File: config.mk
export PLATFORM = sky130hd
export DESIGN_NAME = program_loader_flat
export DESIGN_NICKNAME = d
export VERILOG_FILES = /design/src/rtl/program_loader_if.sv /design/src/rtl/program_loader.sv /design/src/flat_wrapper.sv
export SDC_FILE = /design/constraint.sdc
export NUM_CORES = 1
export LEC_CHECK = 0
export BUFFER_PORTS_ARGS = -buffer_cell sky130_fd_sc_hd__clkbuf_2
export CAP_MARGIN = 0
export CORE_MARGIN = 1
export CORE_UTILIZATION = 35
export DETAILED_ROUTE_END_ITERATION = 10
export PLACE_DENSITY = 0.54
export SKIP_CTS_REPAIR_TIMING = 1
export SYNTH_ARGS = -nofsm -noshare
export SYNTH_HDL_FRONTEND = slang
export SYNTH_SLANG_ARGS = --single-unit
File: constraint.sdc
create_clock -name clk -period 2.8 [get_ports clk]
set_clock_uncertainty 0.1 [all_clocks]
set_input_delay 0.14 -clock clk [delete_from_list [all_inputs] [get_ports clk]]
set_output_delay 0.14 -clock clk [all_outputs]
set_load 0.005 [all_outputs]
File: src/rtl/program_loader_if.sv
// ============================================================================
// Module   : program_loader_if
// Brief    : Byte-stream input and CPU instruction-load bundle for the loader.
// Revision : 1.0
// ============================================================================
`default_nettype none

interface program_loader_if;
    logic [7:0]  byte_in;
    logic        byte_valid;
    logic        byte_ready;
    logic [15:0] instruction_in;
    logic        load_instruction;
    logic        cpu_pc_reset;
    logic        busy;
    logic        done;
    logic        load_error;

    // master: byte source / CPU side; slave: the loader itself
    modport master (
        output byte_in, byte_valid,
        input  byte_ready, instruction_in, load_instruction,
        input  cpu_pc_reset, busy, done, load_error
    );

    modport slave (
        input  byte_in, byte_valid,
        output byte_ready, instruction_in, load_instruction,
        output cpu_pc_reset, busy, done, load_error
    );
endinterface

`default_nettype wire

File: src/rtl/program_loader.sv
// ============================================================================
// Module   : program_loader
// Brief    : Assembles a length-prefixed byte stream into 16-bit words, buffers
//            the program, bursts it into CPU instruction memory, then restarts.
// Revision : 1.0
// ============================================================================
`default_nettype none

module program_loader #(
    parameter int DEPTH = 16
) (
    input  logic             clk,
    input  logic             reset,
    program_loader_if.slave  bus
);

    localparam int          CW      = $clog2(DEPTH + 1);
    localparam int          IW      = (DEPTH > 1) ? $clog2(DEPTH) : 1;
    localparam logic [15:0] C_DEPTH = 16'(DEPTH);

    typedef enum logic [3:0] {
        S_IDLE      = 4'd0,
        S_CNT_LO    = 4'd1,
        S_DATA_HI   = 4'd2,
        S_DATA_LO   = 4'd3,
        S_BURST_RST = 4'd4,
        S_BURST     = 4'd5,
        S_RESTART   = 4'd6,
        S_ERROR     = 4'd7
    } state_t;

    state_t          r_state;
    state_t          w_next;
    logic [7:0]      r_hi;
    logic [CW-1:0]   r_count;
    logic [CW-1:0]   r_idx;
    logic            r_loaded;
    logic            r_done;
    logic [15:0]     r_buf [DEPTH];

    logic            w_ready;
    logic            w_load;
    logic            w_pc_reset;
    logic            w_busy;
    logic            w_err;
    logic [15:0]     w_n;

    assign w_n = {r_hi, bus.byte_in};

    always_ff @(posedge clk or posedge reset) begin
        if (reset) r_state <= S_IDLE;
        else       r_state <= w_next;
    end

    // Outputs depend on r_state only; byte_valid steers just the next state.
    always_comb begin
        w_next     = r_state;
        w_ready    = 1'b0;
        w_load     = 1'b0;
        w_pc_reset = 1'b1;
        w_busy     = 1'b1;
        w_err      = 1'b0;
        case (r_state)
            S_IDLE: begin
                w_ready    = 1'b1;
                w_busy     = 1'b0;
                w_pc_reset = ~r_loaded;
                if (bus.byte_valid) w_next = S_CNT_LO;
            end
            S_CNT_LO: begin
                w_ready = 1'b1;
                if (bus.byte_valid) begin
                    if (w_n == 16'd0)        w_next = S_IDLE;
                    else if (w_n > C_DEPTH)  w_next = S_ERROR;
                    else                     w_next = S_DATA_HI;
                end
            end
            S_DATA_HI: begin
                w_ready = 1'b1;
                if (bus.byte_valid) w_next = S_DATA_LO;
            end
            S_DATA_LO: begin
                w_ready = 1'b1;
                if (bus.byte_valid)
                    w_next = (r_idx + CW'(1) == r_count) ? S_BURST_RST : S_DATA_HI;
            end
            S_BURST_RST: w_next = S_BURST;
            S_BURST: begin
                w_load     = 1'b1;
                w_pc_reset = 1'b0;
                if (r_idx == r_count - CW'(1)) w_next = S_RESTART;
            end
            S_RESTART: w_next = S_IDLE;
            S_ERROR: begin
                w_busy = 1'b0;
                w_err  = 1'b1;
            end
            default: w_next = S_IDLE;
        endcase
    end

    always_ff @(posedge clk or posedge reset) begin
        if (reset) begin
            r_hi     <= 8'd0;
            r_count  <= '0;
            r_idx    <= '0;
            r_loaded <= 1'b0;
            r_done   <= 1'b0;
        end else begin
            r_done <= (r_state == S_RESTART);
            case (r_state)
                S_IDLE:      if (bus.byte_valid) r_hi <= bus.byte_in;
                S_CNT_LO: begin
                    if (bus.byte_valid) begin
                        r_count <= w_n[CW-1:0];
                        r_idx   <= '0;
                    end
                end
                S_DATA_HI:   if (bus.byte_valid) r_hi <= bus.byte_in;
                S_DATA_LO:   if (bus.byte_valid) r_idx <= r_idx + CW'(1);
                S_BURST_RST: r_idx <= '0;
                S_BURST:     r_idx <= r_idx + CW'(1);
                S_RESTART:   r_loaded <= 1'b1;
                default:     ;
            endcase
        end
    end

    // Program storage survives reset and reloads; only written words change.
    always_ff @(posedge clk) begin
        if (r_state == S_DATA_LO && bus.byte_valid)
            r_buf[r_idx[IW-1:0]] <= {r_hi, bus.byte_in};
    end

    assign bus.byte_ready       = w_ready;
    assign bus.load_instruction = w_load;
    assign bus.instruction_in   = w_load ? r_buf[r_idx[IW-1:0]] : 16'd0;
    assign bus.cpu_pc_reset     = w_pc_reset;
    assign bus.busy             = w_busy;
    assign bus.done             = r_done;
    assign bus.load_error       = w_err;

endmodule

`default_nettype wire

File: src/flat_wrapper.sv
// flat-port wrapper written by rule: the top's interface ports become plain ports
module program_loader_flat 
#(
    parameter int DEPTH = 16
)
  (clk, reset, bus_byte_in, bus_byte_valid, bus_byte_ready, bus_instruction_in, bus_load_instruction, bus_cpu_pc_reset, bus_busy, bus_done, bus_load_error);
  program_loader_if bus_i ();
  input  logic clk;
  input  logic reset;
  input wire logic [$bits(bus_i.byte_in)-1:0] bus_byte_in;
  input wire logic [$bits(bus_i.byte_valid)-1:0] bus_byte_valid;
  output wire logic [$bits(bus_i.byte_ready)-1:0] bus_byte_ready;
  output wire logic [$bits(bus_i.instruction_in)-1:0] bus_instruction_in;
  output wire logic [$bits(bus_i.load_instruction)-1:0] bus_load_instruction;
  output wire logic [$bits(bus_i.cpu_pc_reset)-1:0] bus_cpu_pc_reset;
  output wire logic [$bits(bus_i.busy)-1:0] bus_busy;
  output wire logic [$bits(bus_i.done)-1:0] bus_done;
  output wire logic [$bits(bus_i.load_error)-1:0] bus_load_error;
  assign bus_i.byte_in = bus_byte_in;
  assign bus_i.byte_valid = bus_byte_valid;
  assign bus_byte_ready = bus_i.byte_ready;
  assign bus_instruction_in = bus_i.instruction_in;
  assign bus_load_instruction = bus_i.load_instruction;
  assign bus_cpu_pc_reset = bus_i.cpu_pc_reset;
  assign bus_busy = bus_i.busy;
  assign bus_done = bus_i.done;
  assign bus_load_error = bus_i.load_error;
  program_loader #(.DEPTH(DEPTH)) u_core (.clk(clk), .reset(reset), .bus(bus_i));
endmodule
# Word-level counts from Yosys, hierarchy flattened
# Memory sizes are Yosys's and may differ from the RTL's.
# Index checks and enable logic that the tools add are counted.
dict set report totals {
  regBits 24
  ramBits 256
  input_bits 11
  out_inout_bits 22
  wordCells 57
  n_memories 1
}
dict set report classes {
  n_addsub 2
  order_cmp 1
  eq_ne 14
  n_mux 20
  bitwise_logic 2
  reduce_logical 11
}
# name words word_bits rd rd_clocked_by_memory_dff wr line_no
set mem_list {}
lappend mem_list {u_core.r_buf 16 16 1 0 1 program_loader.sv:39} ;# logic [15:0] r_buf [DEPTH];
# op n
set ops {}
lappend ops {{$pmux W4 S7} 1}
lappend ops {{$mux W4} 6}
lappend ops {{$pmux W5 S4} 1}
lappend ops {{$eq A4 B3 Y1 const B} 4}
lappend ops {{$gt A16 B5 Y1 const B} 1}
lappend ops {{$logic_not A16 Y1} 1}
lappend ops {{$mux W16} 1}
lappend ops {{$eq A5 B5 Y1} 2}
lappend ops {{$mux W5} 2}
lappend ops {{$eq A4 B2 Y1 const B} 2}
lappend ops {{$ne A2 B2 Y1 const B} 4}
lappend ops {{$mux W1} 6}
lappend ops {{$mux W3} 2}
lappend ops {{$reduce_and A6 Y1} 1}
lappend ops {{$add A5 B1 Y5 const B} 1}
lappend ops {{$sub A5 B1 Y5 const B} 1}
lappend ops {{$eq A4 B1 Y1 const B} 1}
lappend ops {{$logic_not A4 Y1} 1}
lappend ops {{$reduce_and A2 Y1} 2}
lappend ops {{$reduce_bool A4 Y1} 1}
lappend ops {{$reduce_or A2 Y1} 2}
lappend ops {{$reduce_or A4 Y1} 1}
lappend ops {{$reduce_and A3 Y1} 1}
lappend ops {{$ne A2 B1 Y1 const B} 1}
lappend ops {{3 further kinds} 4}

# Logic depth before layout (Yosys ltp)
dict set report logic_depth {
  word_depth 5
  ltp_mapped 9
  mapped_depth_nobuf 7
}

# Least setup slack after synthesis
# No wires, ideal clock.
dict set report synth_timing {
  path_kind {register to register}
  startpoint {register u_core.r_idx[1]}
  endpoint {memory u_core.r_buf[1][0] (enable)}
  setup_time_ps 409
  t_arrival_ps 2229
  required_time_ps 2291
  setup_slack_ps 62
  path_stages_with_launch 7
  n_path_buf 2
  period_less_slack_ps 2738
  cell_sequence {dfrtp_1 -> buf_2 -> buf_2 -> inv_1 -> ha_1 -> nand2_1 -> nor3_1}
}
# item line_no
set synth_rtl {}
lappend synth_rtl {{from (decl)} program_loader.sv:36} ;# logic [CW-1:0] r_idx;
lappend synth_rtl {{from (signal assigned)} program_loader.sv:120} ;# S_DATA_LO: if (bus.byte_valid) r_idx <= r_idx + CW'(1);
lappend synth_rtl {{from (signal assigned)} program_loader.sv:122} ;# S_BURST: r_idx <= r_idx + CW'(1);
lappend synth_rtl {{to (decl)} program_loader.sv:39}
# No word-level cell before the write port.

# Final worst setup path
dict set report layout_timing {
  startpoint {register u_core.r_idx[0]}
  endpoint {output port bus_instruction_in[3]}
}
dict set report layout_via {
  elab_chain_cells 2
}
# item line_no
set layout_rtl {}
lappend layout_rtl {{$mem_v2 Z16 W16} --}
lappend layout_rtl {{$mux W16} program_loader.sv:137} ;# assign bus.instruction_in = w_load ? r_buf[r_idx[IW-1:0]] : 16'd0;
lappend layout_rtl {{to (decl)} flat_wrapper.sv:13} ;# output wire logic [$bits(bus_i.instruction_in)-1:0] bus_instruction_in;
# Every way passes these cells.

==> results.json <==
{
  "gr-total-overflow": 0,
  "cts_made_buffers": 30,
  "finalCriticalPeriod_ps": 2835,
  "cp-end-kind": "output port",
  "whs_path_depth": 3,
  "hold_violations": 1,
  "route.detailed.drc": 0,
  "cell_internal_pwr_w": 0.009289,
  "critPathTopFamily": "multiplexers",
  "grt_max_degree": 66,
  "antenna_found_initial": 0,
  "die_x_um": 180.7,
  "syn_to_final_growth_pct": 20.05,
  "start_kind": "register",
  "layout_worst_path_cycle_share_pct": 101.2,
  "combPwrFrac_pct": 28.8,
  "cp.buffers_inverters": 3,
  "avgSynthCellArea_sq_um": 20.51,
  "ys_seq_area_share_pct": 73.94,
  "gp_congestion": 0.7899,
  "viasPerCell": 5.249,
  "die_height_um": 180.7,
  "grtUsageTotal_pct": 15.35,
  "yosys_warnings": 0,
  "power.switching_w": 0.003742,
  "nets": 652,
  "multi_input_area_sq_um": 2808,
  "final_cell_mix": "edfxtp_1 (256), mux4_2 (80), clkbuf_16 (35)",
  "worst_hold_startpoint": "bus_byte_in[0]",
  "coreArea_sq_um": 31470,
  "r2r_setup_slack_ps": 410,
  "maxSlewHeadroom_pct": 34.57,
  "num_rows": 65,
  "grt_setup_unrepaired": "true",
  "fillers": 2688,
  "crit_type": "reg -> out",
  "outcome": "finished with violations",
  "synthCells": 545,
  "critPathMaxStageDelay_ps": 500,
  "r2r_end": "u_core.r_state[1]",
  "grt_pass1_vias": 5834,
  "clockBufferDepth": 3,
  "cts_tree": "built",
  "place_ws_ps": 344.8,
  "r2r_start": "u_core.r_idx[0]",
  "slew_violations": 0,
  "antenna_left": 0,
  "maxCapViolCount": 0,
  "io_buffer_count": 32,
  "setup_slack_ps": -34.66,
  "synth_cell_types": 40,
  "worstMarginPinSlew_ps": 980.4,
  "grt_first_pass_wirelength_mm": 36.81,
  "path_common_cell": "mux4_2",
  "setup.worst_path.start": "u_core.r_idx[0]",
  "power_w": 0.01303,
  "switching_share_pct": 28.72,
  "cts_root_buffer": "clkbuf_16",
  "initial_core_util_pct": 35.51,
  "p_per_area_nw_per_um2": 971.3,
  "slowest_stage": "mux4_2",
  "min_to": "u_core.r_count[0]",
  "setup_viol": 13,
  "insertion_delay_ps": 550,
  "post-dp-hpwl_mm": 14.14,
  "h-tree-depth": 1,
  "synth-seq-cells": 279,
  "ir_drop_v": 0.0004830,
  "ios": 33,
  "min-delay-path-class": "in -> reg",
  "crit_path_max_fanout": 6,
  "clock_power_share_pct": 28.5,
  "synth_fp_nets": 561,
  "routed_wirelength_mm": 25.79,
  "whs_ps": -5.114,
  "p_leak_nw": 4.439,
  "p_seq_share_pct": 42.6,
  "ff2ff_path_depth": 8,
  "clk_pin_slew_ps": 60,
  "drive_above_1_share_pct": 34.70,
  "cts_sinks": 279,
  "seq_area_sq_um": 8269,
  "max_freq_mhz": 352.8,
  "violations": "negative hold slack, negative setup slack",
  "critPathRequiredTime_ps": 2560,
  "path_cells": "buf_8 > clkbuf_16 > mux4_2 > mux4_2 > nor2b_4 > clkbuf_2",
  "wl_per_cell_um": 24.28,
  "final_common_cell": "edfxtp_1",
  "drt-initial-drc-count": 478,
  "dr_total_vias": 5574,
  "die-area_sq_um": 32650,
  "n_antenna_cell": 0,
  "netlist_area_sq_um": 11180,
  "critical_path_arrival_ps": 2590,
  "firstDrtPassIters": 4
}
==> Yosys cell counts <==
library cell	instances	area, sq um
a22o_1	3	26.28
buf_1	2	7.510
a32oi_1	1	8.760
a211oi_1	1	7.510
a21oi_1	8	40.04
o21ai_1	4	20.02
nand4_1	1	6.260
nor2b_1	18	112.6
buf_2	10	50.05
nand3_1	4	20.02
nor4b_1	1	8.760
inv_1	10	37.54
o32ai_1	1	8.760
nor3b_1	1	7.510
o21ba_1	1	10.01
and3_1	3	18.77
o22ai_1	1	6.260
nand3b_1	1	7.510
xor2_1	5	43.79
mux2_1	11	123.9
clkbuf_1	13	48.80
a31o_2	1	8.760
nand2b_1	4	25.02
mux4_2	80	1802
nor3_1	12	60.06
nor2_1	17	63.81
nand2_1	25	93.84
dfrtp_1	23	575.6
edfxtp_1	256	7687
a31oi_1	1	6.260
nor4_1	3	18.77
buf_6	3	33.78
or2_1	2	12.51
ha_1	5	62.56
xnor2_1	6	52.55
o31a_1	1	8.760
a221oi_1	1	8.760
o21ai_0	3	15.01
mux2i_1	1	10.01
o211a_1	1	10.01
==> layer usage <==
metal | part of all wire, % | vias to the layer above | track usage, %
met2 | 49 | 148 | 25.62
met1 | 45 | 2991 | 21.15
met4 | 1.3 | 0 | 3.761
met3 | 4.8 | 27 | 2.318
met5 | 0 | - | 0
li1 | - | 2408 | -
==> cell families (layout without fill, tap and decap cells) <==
logic type / count (synthesis) / in the layout / share of synthesized area [%]
XOR/XNOR: 11 / 11 / 0.8620
flip-flops: 279 / 279 / 73.94
multiplexers: 92 / 92 / 17.32
AND/OR/NAND/NOR: 92 / 92 / 4.075
adder cells (fa/ha/maj): 5 / 5 / 0.5598
AO/OA/AOI/OAI: 28 / 28 / 1.657
buffers and inverters: 38 / 153 / 1.590
==> state kept, by name, summed over array words and instances, names as in the netlist <==
| name | flops |
|---|---|
| u_core.bus.done | 1 |
| u_core.r_hi | 8 |
| u_core.r_state | 3 |
| u_core.r_buf | 256 |
| u_core.r_idx | 5 |
| u_core.r_loaded | 1 |
| u_core.r_count | 5 |
==> tightest hold or removal path: stages <==
cell      delay (ps)
clkbuf_2         270
nand2_1          120
o21ai_1           60
==> how the worst max path moves through the flow <==
stage                                  end  slack [ps]  depth (start not counted)
finish               bus_instruction_in[3]         -30                          6
floorplan               u_core.r_buf[1][0]          60                          6
CTS                 bus_instruction_in[15]        -250                          5
detailed placement  bus_instruction_in[15]         340                          5
global route         bus_instruction_in[3]        -100                          6
global placement    bus_instruction_in[15]         370                          5
==> power groups by stage <==
stage / Clock, W / Combinational, W / Sequential (W)
final: 0.00371 / 0.00376 / 0.00556
after detailed placement: 0 / 0.00324 / 0.00566
after CTS: 0.00380 / 0.00325 / 0.00557
after floorplan: 0 / 0.00243 / 0.00540
after global placement: 0 / 0.00320 / 0.00562
after global routing: 0.00396 / 0.00403 / 0.00562
==> per-stage QoR <==
stage | area (sq um) | utilization [%] | std cells | setup TNS (ps) | hold slack [ps]
finish | 13420 | 42.63 | 1062 | -250.6 | -5.114
global route | 13420 | 42.63 | 1062 | -1329 | 25.43
CTS | 13100 | 41.61 | 1045 | -2923 | -301.6
detailed placement | 12150 | 38.61 | 989 | 0 | 283.2
global placement | 12150 | 38.61 | 989 | 0 | 252.3
floorplan | 11180 | - | 545 | 0 | 41.92
==> final cells by class <==
cell class              count  area share, %
well taps                 402          3.749
flip-flops and latches    279          61.63
clock buffers              48          6.621
multi-input cells         228          20.93
repair buffers             87          6.379
clock inverters             8         0.4103
inverters                  10         0.2798
Power figures use the tool's default switching activity.
